### src/rtl/bp_common_pkg.sv
// Shared CLINT definitions: window offsets, memory size encoding, FSM states
// and the half-word merge used by the 64b registers that accept 4B writes.
package bp_common_pkg;

    localparam logic [15:0] clint_base_c            = 16'h0200;
    localparam logic [15:0] clint_mipi_offset_c     = 16'h0000;
    localparam logic [15:0] clint_mtimecmp_offset_c = 16'h4000;
    localparam logic [15:0] clint_mtime_offset_c    = 16'hbff8;

    typedef enum logic [1:0] {
        e_size_1B = 2'd0,
        e_size_2B = 2'd1,
        e_size_4B = 2'd2,
        e_size_8B = 2'd3
    } bp_mem_size_e;

    typedef enum logic {
        e_idle = 1'b0,
        e_resp = 1'b1
    } bp_clint_state_e;

    // mask[0] replaces bits [31:0], mask[1] replaces bits [63:32]; no carry between halves
    function automatic logic [63:0] merge_halves(input logic [63:0] old_val,
                                                 input logic [63:0] new_val,
                                                 input logic [1:0]  mask);
        logic [63:0] res;
        res[31:0]  = mask[0] ? new_val[31:0]  : old_val[31:0];
        res[63:32] = mask[1] ? new_val[63:32] : old_val[63:32];
        return res;
    endfunction

endpackage

### src/rtl/bp_clint_mtime.sv
// Prescaled 64b mtime counter. A software write replaces the selected halves and
// wins over a coincident increment; the prescaler is never disturbed by writes.
module bp_clint_mtime
    import bp_common_pkg::*;
#(
    parameter int unsigned tick_div_p = 8
) (
    input  logic        clk_i,
    input  logic        reset_n_i,
    input  logic [1:0]  w_mask_i,
    input  logic [63:0] w_data_i,
    output logic [63:0] mtime_o
);

    localparam int unsigned cnt_w = (tick_div_p > 1) ? $clog2(tick_div_p) : 1;
    localparam logic [cnt_w-1:0] term_c = cnt_w'(tick_div_p - 1);

    logic [cnt_w-1:0] presc_q;
    logic [63:0]      mtime_q;
    logic             tick;

    assign tick = (presc_q == term_c);

    always_ff @(posedge clk_i or negedge reset_n_i) begin
        if (!reset_n_i) begin
            presc_q <= '0;
        end else if (tick) begin
            presc_q <= '0;
        end else begin
            presc_q <= presc_q + cnt_w'(1);
        end
    end

    always_ff @(posedge clk_i or negedge reset_n_i) begin
        if (!reset_n_i) begin
            mtime_q <= '0;
        end else if (|w_mask_i) begin
            mtime_q <= merge_halves(mtime_q, w_data_i, w_mask_i);
        end else if (tick) begin
            mtime_q <= mtime_q + 64'd1;
        end
    end

    assign mtime_o = mtime_q;

endmodule

### src/rtl/bp_clint_regs.sv
// Single-hart CLINT register block: decodes one command at a time, holds mipi,
// mtimecmp and mtime, and returns a single registered response per command.
module bp_clint_regs
    import bp_common_pkg::*;
#(
    parameter int unsigned paddr_width_p = 56,
    parameter int unsigned dword_width_p = 64,
    parameter int unsigned tick_div_p    = 8
) (
    input  logic                     clk_i,
    input  logic                     reset_n_i,
    input  logic                     cmd_v_i,
    output logic                     cmd_ready_o,
    input  logic                     cmd_w_i,
    input  logic [paddr_width_p-1:0] cmd_addr_i,
    input  logic [1:0]               cmd_size_i,
    input  logic [dword_width_p-1:0] cmd_data_i,
    output logic                     resp_v_o,
    input  logic                     resp_ready_i,
    output logic [dword_width_p-1:0] resp_data_o,
    output logic                     resp_err_o,
    output logic                     software_irq_o,
    output logic                     timer_irq_o,
    output logic [dword_width_p-1:0] mtime_o
);

    localparam int unsigned hi_w = paddr_width_p - 16;

    bp_clint_state_e state_q, state_n;
    bp_mem_size_e    size;

    logic            accept;
    logic [hi_w-1:0] addr_hi;
    logic [15:0]     offset;
    logic [15:0]     dw_offset;
    logic            is_8b, size_ok, base_ok;
    logic            sel_mipi, sel_cmp, sel_mtime, dec_err;
    logic [1:0]      half_mask;
    logic [1:0]      mtime_w_mask;
    logic [63:0]     wdata, rd_raw, rd_val;
    logic [63:0]     mtime, mtimecmp_q;
    logic            mipi_q, timer_irq_q;
    logic [63:0]     resp_data_q;
    logic            resp_err_q;

    assign addr_hi   = cmd_addr_i[paddr_width_p-1:16];
    assign offset    = cmd_addr_i[15:0];
    assign dw_offset = {offset[15:3], 3'b000};
    assign size      = bp_mem_size_e'(cmd_size_i);

    always_comb begin
        is_8b   = (size == e_size_8B);
        size_ok = 1'b0;
        case (size)
            e_size_8B: size_ok = (offset[2:0] == 3'b000);
            e_size_4B: size_ok = (offset[1:0] == 2'b00);
            default:   size_ok = 1'b0;
        endcase
        base_ok   = (addr_hi == hi_w'(clint_base_c));
        // mipi is a single 32b word: a 4B access to its upper half is unmapped
        sel_mipi  = base_ok && size_ok && (dw_offset == clint_mipi_offset_c)
                    && (is_8b || !offset[2]);
        sel_cmp   = base_ok && size_ok && (dw_offset == clint_mtimecmp_offset_c);
        sel_mtime = base_ok && size_ok && (dw_offset == clint_mtime_offset_c);
        dec_err   = !(sel_mipi || sel_cmp || sel_mtime);
        half_mask = is_8b ? 2'b11 : (offset[2] ? 2'b10 : 2'b01);
        wdata     = is_8b ? cmd_data_i : {2{cmd_data_i[31:0]}};
    end

    always_comb begin
        rd_raw = mtime;
        if (sel_mipi) begin
            rd_raw = {63'b0, mipi_q};
        end else if (sel_cmp) begin
            rd_raw = mtimecmp_q;
        end
        if (is_8b) begin
            rd_val = rd_raw;
        end else if (offset[2]) begin
            rd_val = {32'b0, rd_raw[63:32]};
        end else begin
            rd_val = {32'b0, rd_raw[31:0]};
        end
    end

    always_ff @(posedge clk_i or negedge reset_n_i) begin
        if (!reset_n_i) begin
            state_q <= e_idle;
        end else begin
            state_q <= state_n;
        end
    end

    always_comb begin
        state_n = state_q;
        case (state_q)
            e_idle:  if (accept)       state_n = e_resp;
            e_resp:  if (resp_ready_i) state_n = e_idle;
            default: state_n = e_idle;
        endcase
    end

    always_comb begin
        cmd_ready_o = (state_q == e_idle);
        resp_v_o    = (state_q == e_resp);
    end

    assign accept = cmd_v_i && cmd_ready_o;

    always_ff @(posedge clk_i or negedge reset_n_i) begin
        if (!reset_n_i) begin
            mipi_q      <= 1'b0;
            mtimecmp_q  <= '1;
            timer_irq_q <= 1'b0;
            resp_data_q <= '0;
            resp_err_q  <= 1'b0;
        end else begin
            timer_irq_q <= (mtime >= mtimecmp_q);
            if (accept) begin
                resp_err_q  <= dec_err;
                resp_data_q <= (cmd_w_i || dec_err) ? '0 : rd_val;
                if (cmd_w_i && sel_mipi) begin
                    mipi_q <= wdata[0];
                end
                if (cmd_w_i && sel_cmp) begin
                    mtimecmp_q <= merge_halves(mtimecmp_q, wdata, half_mask);
                end
            end
        end
    end

    assign mtime_w_mask = (accept && cmd_w_i && sel_mtime) ? half_mask : 2'b00;

    bp_clint_mtime #(
        .tick_div_p(tick_div_p)
    ) u_mtime (
        .clk_i    (clk_i),
        .reset_n_i(reset_n_i),
        .w_mask_i (mtime_w_mask),
        .w_data_i (wdata),
        .mtime_o  (mtime)
    );

    assign resp_data_o    = resp_data_q;
    assign resp_err_o     = resp_err_q;
    assign software_irq_o = mipi_q;
    assign timer_irq_o    = timer_irq_q;
    assign mtime_o        = mtime;

endmodule

### config.mk
export PLATFORM = sky130hd
export DESIGN_NAME = bp_clint_regs
export DESIGN_NICKNAME = d
export VERILOG_FILES = /design/src/rtl/bp_common_pkg.sv /design/src/rtl/bp_clint_mtime.sv /design/src/rtl/bp_clint_regs.sv
export SDC_FILE = /design/constraint.sdc
export NUM_CORES = 1
export LEC_CHECK = 0
export ABC_CLOCK_PERIOD_IN_PS = 7280
export CAP_MARGIN = 20
export CORE_ASPECT_RATIO = 0.5
export CORE_MARGIN = 1.5
export CORE_UTILIZATION = 45
export CTS_CLUSTER_DIAMETER = 100
export DETAILED_ROUTE_END_ITERATION = 6
export DONT_BUFFER_PORTS = 1
export GPL_ROUTABILITY_DRIVEN = 1
export RECOVER_POWER = 25
export SYNTH_ARGS = -nofsm -noshare
export SYNTH_HDL_FRONTEND = slang
export SYNTH_SLANG_ARGS = --single-unit
export TNS_END_PERCENT = 10
### constraint.sdc
create_clock -name clk_i -period 7.28 [get_ports clk_i]
set_clock_uncertainty 0.15 [all_clocks]
set_input_delay 0.364 -clock clk_i [delete_from_list [all_inputs] [get_ports clk_i]]
set_output_delay 0.364 -clock clk_i [all_outputs]
set_load 0.05 [all_outputs]
Word-level counts from Yosys, hierarchy flattened
Index checks and enable logic that the tools add are counted.
{"block": "classes", "n_addsub": 2, "order_cmp": 1, "n_eq_ne": 8, "mux": 18, "bitwise": 1, "n_reduce_logical": 26}
{"op": "$mux W64", "n": 7}
{"op": "$mux W32", "n": 3}
{"op": "$add A64 B1 Y64 const B", "n": 1}
{"op": "$ge A64 B64 Y1", "n": 1}
{"op": "$eq A40 B10 Y1 const B", "n": 1}
{"op": "$logic_not A16 Y1", "n": 1}
{"op": "$eq A13 B12 Y1 const B", "n": 1}
{"op": "$eq A13 B13 Y1 const B", "n": 1}
{"op": "$logic_and A1 B1 Y1", "n": 10}
{"op": "$mux W2", "n": 3}
{"op": "$reduce_and A2 Y1", "n": 3}
{"op": "$reduce_and A3 Y1", "n": 2}
{"op": "$eq A2 B2 Y1 const B", "n": 2}
{"op": "$logic_or A1 B1 Y1", "n": 4}
{"op": "$ne A2 B1 Y1 const B", "n": 2}
{"op": "$pmux W1 S2", "n": 2}
{"op": "$add A3 B1 Y3 const B", "n": 1}
{"op": "$eq A3 B3 Y1 const B", "n": 1}
{"op": "$logic_not A3 Y1", "n": 1}
{"op": "$mux W3", "n": 1}
{"op": "$logic_not A1 Y1", "n": 2}
{"op": "$logic_not A2 Y1", "n": 1}
{"op": "$mux W1", "n": 2}
{"op": "$reduce_bool A2 Y1", "n": 1}
{"op": "other kinds (2)", "n": 2}
{"block": "totals", "regBits": 199, "in_bits": 127, "elab_cells": 66}

Longest topological paths before layout
{"block": "logic_depth", "word_depth": 10, "depth_mapped": 10, "depth_no_buf": 9}

Hierarchy
Synthesis repeated with hierarchy kept, for this count alone.
{"block": "unflattened", "hier_cells": 1264, "hier_area_um2": 12440.7}
{"mod": "bp_clint_regs", "n_inst": 1, "cells_per_inst": 789, "area_each_um2": 8378.0, "seq_area_each_um2": 3383.2}
{"mod": "bp_clint_mtime", "n_inst": 1, "cells_per_inst": 475, "area_each_um2": 4062.6, "seq_area_each_um2": 1676.6}

Worst setup path after synthesis
OpenSTA, ideal clock, no wires.
{"block": "synth_timing", "kind": "reg2reg", "from": "reg u_mtime.mtime_q[20], in the netlist u_mtime.mtime_o[20]", "to": "reg u_mtime.mtime_q[57], in the netlist u_mtime.mtime_o[57]", "setup_time_ns": 0.119, "arrival_ns": 2.702, "t_required_ns": 7.011, "setup_slack_ns": 4.309, "path_stages_with_launch": 9, "path_buffers": 1, "period_less_slack_ns": 2.971, "path_cell_list": "dfrtp_1 > and3_1 > buf_2 > nand4_2 > nor4_4 > nand2_2 > or4_1 > o2bb2a_1 > o21a_1"}
{"block": "synth_between", "elab_chain_len": 3}
{"element": "start: declaration", "line": "bp_clint_mtime.sv:19", "rtl": "logic [63:0] mtime_q;"}
{"element": "start signal: assignment", "line": "bp_clint_mtime.sv:38", "rtl": "mtime_q <= merge_halves(mtime_q, w_data_i, w_mask_i);"}
{"element": "start signal: assignment", "line": "bp_clint_mtime.sv:40", "rtl": "mtime_q <= mtime_q + 64'd1;"}
{"element": "$add A64 B1 Y64", "line": "bp_clint_mtime.sv:40"}
{"element": "$mux W64", "line": "bp_clint_mtime.sv:39", "rtl": "end else if (tick) begin"}
{"element": "$mux W64", "line": "bp_clint_mtime.sv:37", "rtl": "end else if (|w_mask_i) begin"}
Every way passes these cells. The select of a mux whose other input is x is not followed.
A chain may end at the register's enable or synchronous reset.

Worst setup path in the final report
{"block": "layout_timing", "from": "reg state_q, in the netlist resp_v_o", "to": "reg u_mtime.mtime_q[44], in the netlist u_mtime.mtime_o[44]"}
{"block": "layout_between", "elab_chain_len": 8, "elab_cells_between_ends": 10}
{"element": "start: declaration", "line": "bp_clint_regs.sv:29", "rtl": "bp_clint_state_e state_q, state_n;"}
{"element": "start signal: assignment", "line": "bp_clint_regs.sv:88", "rtl": "state_q <= e_idle;"}
{"element": "start signal: assignment", "line": "bp_clint_regs.sv:90", "rtl": "state_q <= state_n;"}
{"element": "$not A1 Y1 (*)"}
{"element": "named net cmd_ready_o", "line": "bp_clint_regs.sv:13", "rtl": "output logic cmd_ready_o,"}
{"element": "$logic_and A1 B1 Y1 (*)", "line": "bp_clint_regs.sv:108", "rtl": "assign accept = cmd_v_i && cmd_ready_o;"}
{"element": "$logic_and A1 B1 Y1 (*) (2 in a row)", "line": "bp_clint_regs.sv:132", "rtl": "assign mtime_w_mask = (accept && cmd_w_i && sel_mtime) ? half_mask : 2'b00;"}
{"element": "$mux W2 (*)", "line": "bp_clint_regs.sv:132"}
{"element": "$reduce_or A2 Y1", "line": "bp_clint_mtime.sv:37"}
{"element": "$ne A2 B1 Y1 (no source line) / $reduce_bool A2 Y1 (equally long branches)"}
{"element": "$reduce_and A2 Y1 (no source line)"}
Mark *: on every way through the listed nets, which the timed path passes. The rest lies on a longest branch.

==> flow_summary.yaml <==
pwr:
  p_seq_frac: 0.499
  power_leakage_nw: 6.03
  switching_share: 0.249
  p_comb_frac: 0.059
  power_per_cell_area_nw_per_um2: 166
  fin_total_pwr_w: 0.00224
  p_switching_w: 0.000558
  clkPwrFrac: 0.442
  peakVddDrop_uv: 175
  internal-power_w: 0.00168
timing:
  tns_ns: 0
  drv_slew: 0
  setup_viol_count_final: 0
  post-route-period-util: 0.539
  worst_pin_slew_ns: 1.37
  hold_slack_ns: 0.0151
  relSlewSlack: 0.0892
  hold_viol_final: 0
  rsz0062_at_grt: "no"
  min_period_ns: 3.92
  fmax_mhz: 255
place:
  place_congestion: 0.921
  dp.cells: 1715
  hpwl_um: 32300
  port_buffers: 0
routing:
  vias: 11100
  drt-total-wl_um: 44300
  drt-pass1-iter-count: 6
  via_per_inst: 6.18
  drt_iter0_markers: 1150
  wl_per_cell_um: 24.7
  drcViolationCount: 0
  detail-route-antenna-nets: 0
floorplanning:
  io_pins: 260
  rows: 42
  die-area_um2: 28200
  design.core.area_um2: 26500
  die_width_um: 236
  start_util: 0.460
  fp.dieH_um: 119
critical_path:
  worst-path-max-fanout: 68
  crit_chain: "inv_1 > nand2_2 > buf_4 > nor2_1 > a21oi_1 > buf_4 > and4_1 > nor3_1 > a311oi_1"
  critical-path-max-stage-delay_ns: 0.77
  crit_path_start_kind: "flop"
  path_buf_inv: 3
  end_kind: "flop"
  cp_num_cells: 9
  required_ns: 7.50
  critPathMostFrequentCell: "buf_4"
  timing.rr.end: "u_mtime.mtime_o[44]$_DFFE_PN0P_"
  critical_path_class: "reg -> reg"
  reg2reg_depth: 9
  cp_slowest_cell: "a21oi_1"
  rr_startpoint: "resp_v_o$_DFF_PN0_"
  crit_family: "buffers and inverters"
  r2r_setup_slack_ns: 3.36
  arrival_ns: 4.14
global_route:
  grt_max_degree: 200
  grt_overflow_total: 0
  grt_pass1_wl_um: 66200
  antenna_found_initial: 0
  first_global_vias: 10500
  grt.total_usage: 0.315
clocking:
  cts_buffers: 17
  cts_sinks: 199
  root_buffer: "clkbuf_16"
  htree_levels: 4
  clock_latency_ns: 0.46
  cts_tree: "built"
  path_clk_slew_ns: 0.08
  cts_buffer_depth: 2
job:
  max_cap_violations: 0
finish:
  n_antenna_cell: 0
  nets: 1619
  fill_cells: 2483
  drive_gt1_frac: 0.100
  fin_cells: 1790
  area_growth_pct: 10.3
yosys:
  ys_warn_count: 0
  ys_seq_elements: 199
  synth_seq_area_share: 0.415
  ys.flop_type: "dfrtp_1"
  synth.area.top_cells: "dfrtp_1, dfstp_2, nand2_1, ha_1, o21ai_0"
  syn_inst: 1427
  syn_area_um2: 12200
  synth_async_sr_flop_share: 1.00
  synth_most_common_cell: "nand2_1"
  synth_nets: 1621
  ys_types: 74
  synth-edff-count: 0
  synth_top_area_frac: 0.277
  yosys-top-cells-count: "nand2_1, o21ai_0, dfrtp_1, nor2_1, a21oi_1"
  syn_avg_cell_area_um2: 8.55
  yosys.area.top_type: "dfrtp_1"
min_path:
  whs_endpoint: "mtimecmp_q[63]$_DFFE_PN1P_"
  hp-start: "cmd_data_i[63]"
  hold_class: "in -> reg"
  hold_depth: 2
outcome:
  status: "completed"
worst max path at each step:
stage                                 endpoint                             from
6_report       u_mtime.mtime_o[44]$_DFFE_PN0P_               resp_v_o$_DFF_PN0_
3_3_place_gp   u_mtime.mtime_o[44]$_DFFE_PN0P_               resp_v_o$_DFF_PN0_
2_1_floorplan  u_mtime.mtime_o[57]$_DFFE_PN0P_  u_mtime.mtime_o[20]$_DFFE_PN0P_
4_1_cts        u_mtime.mtime_o[44]$_DFFE_PN0P_               resp_v_o$_DFF_PN0_
5_1_grt        u_mtime.mtime_o[22]$_DFFE_PN0P_               resp_v_o$_DFF_PN0_
3_5_place_dp   u_mtime.mtime_o[44]$_DFFE_PN0P_               resp_v_o$_DFF_PN0_
cell type report:
type                    instances  area, um2  share of cell area
multi-input cells            1076       6530               0.485
well taps                     352        440              0.0327
clock buffers                  21        470              0.0350
inverters                      74        278              0.0206
flip-flops and latches        199       5060               0.376
clock inverters                11        121             0.00902
repair buffers                 57        564              0.0419
stage by stage:
step / instance area [um2] / setup WS [ns] / util
2_1_floorplan: 12200 / 4.31 / -
3_3_place_gp: 12400 / 3.63 / 0.468
3_5_place_dp: 12400 / 3.49 / 0.468
4_1_cts: 13400 / 3.46 / 0.506
5_1_grt: 13500 / 3.23 / 0.507
6_report: 13500 / 3.36 / 0.507
layer usage:
| metal | global-route usage | share of wire | up-vias |
|---|---|---|---|
| met2 | 0.482 | 0.44 | 512 |
| met4 | 0.110 | 0.032 | 0 |
| li1 | - | - | 5135 |
| met5 | 0 | 0 | - |
| met1 | 0.432 | 0.43 | 5347 |
| met3 | 0.0839 | 0.092 | 70 |
flip-flops by register name, summed over array words and instances (netlist names):
| name | count |
|---|---|
| mtimecmp_q | 64 |
| resp_v_o | 1 |
| resp_err_o | 1 |
| timer_irq_o | 1 |
| u_mtime.presc_q | 3 |
| u_mtime.mtime_o | 64 |
| resp_data_o | 64 |
| software_irq_o | 1 |
repair_timing:
action	in CTS	in global routing
setup endpoints to repair	0	0
gates resized for setup	0	0
hold buffers	41	0
hold endpoints to repair	271	0
buffers inserted	0	0
power by group through the flow:
stage / logic, W / registers, W / clock network [W]
floorplan: 0.0000592 / 0.00114 / 0
global placement: 0.0000807 / 0.00114 / 0
detailed placement: 0.0000818 / 0.00114 / 0
CTS: 0.000131 / 0.00112 / 0.00100
global route: 0.000141 / 0.00112 / 0.00104
finish: 0.000131 / 0.00112 / 0.000989
layout by cell type (no fill, tap or decap), types with 5 or more instances in the layout:
cell type,Yosys,layout
nor4_1,13,13
a211o_1,12,12
nand3_1,31,31
nor3_1,28,28
ha_1,67,67
a311oi_1,18,18
a211oi_1,14,14
dfrtp_1,135,135
nor2b_1,5,5
a21oi_1,89,89
nor2_1,91,90
dfstp_2,64,64
a22oi_1,8,8
mux2i_1,66,66
a21o_1,9,9
and2_1,8,8
clkbuf_16,0,17
o21ai_1,65,65
dlygate4sd3_1,0,40
and4_1,15,15
nand2_1,253,250
o211ai_1,7,7
and3_1,17,17
nand4_1,34,34
o21ai_0,141,141
o21a_1,5,5
buf_4,2,14
inv_1,74,74
worst register-to-register path: stages, from the launching register on:
cell and delay, ns:
dfrtp_1 0.69, inv_1 0.41, nand2_2 0.16, buf_4 0.58
nor2_1 0.28, a21oi_1 0.77, buf_4 0.33, and4_1 0.20
nor3_1 0.05, a311oi_1 0.21
kinds of logic (layout without fill, tap and decap cells):
family,Yosys count,after routing,synth area share
flops,199,199,0.415
mux,70,70,0.0578
fa+ha+maj,67,67,0.0687
compound gates,408,408,0.198
simple gates,530,530,0.207
buf+inv,152,163,0.0528
xor+xnor,1,1,0.000718
(Power assumes the default switching activity.)
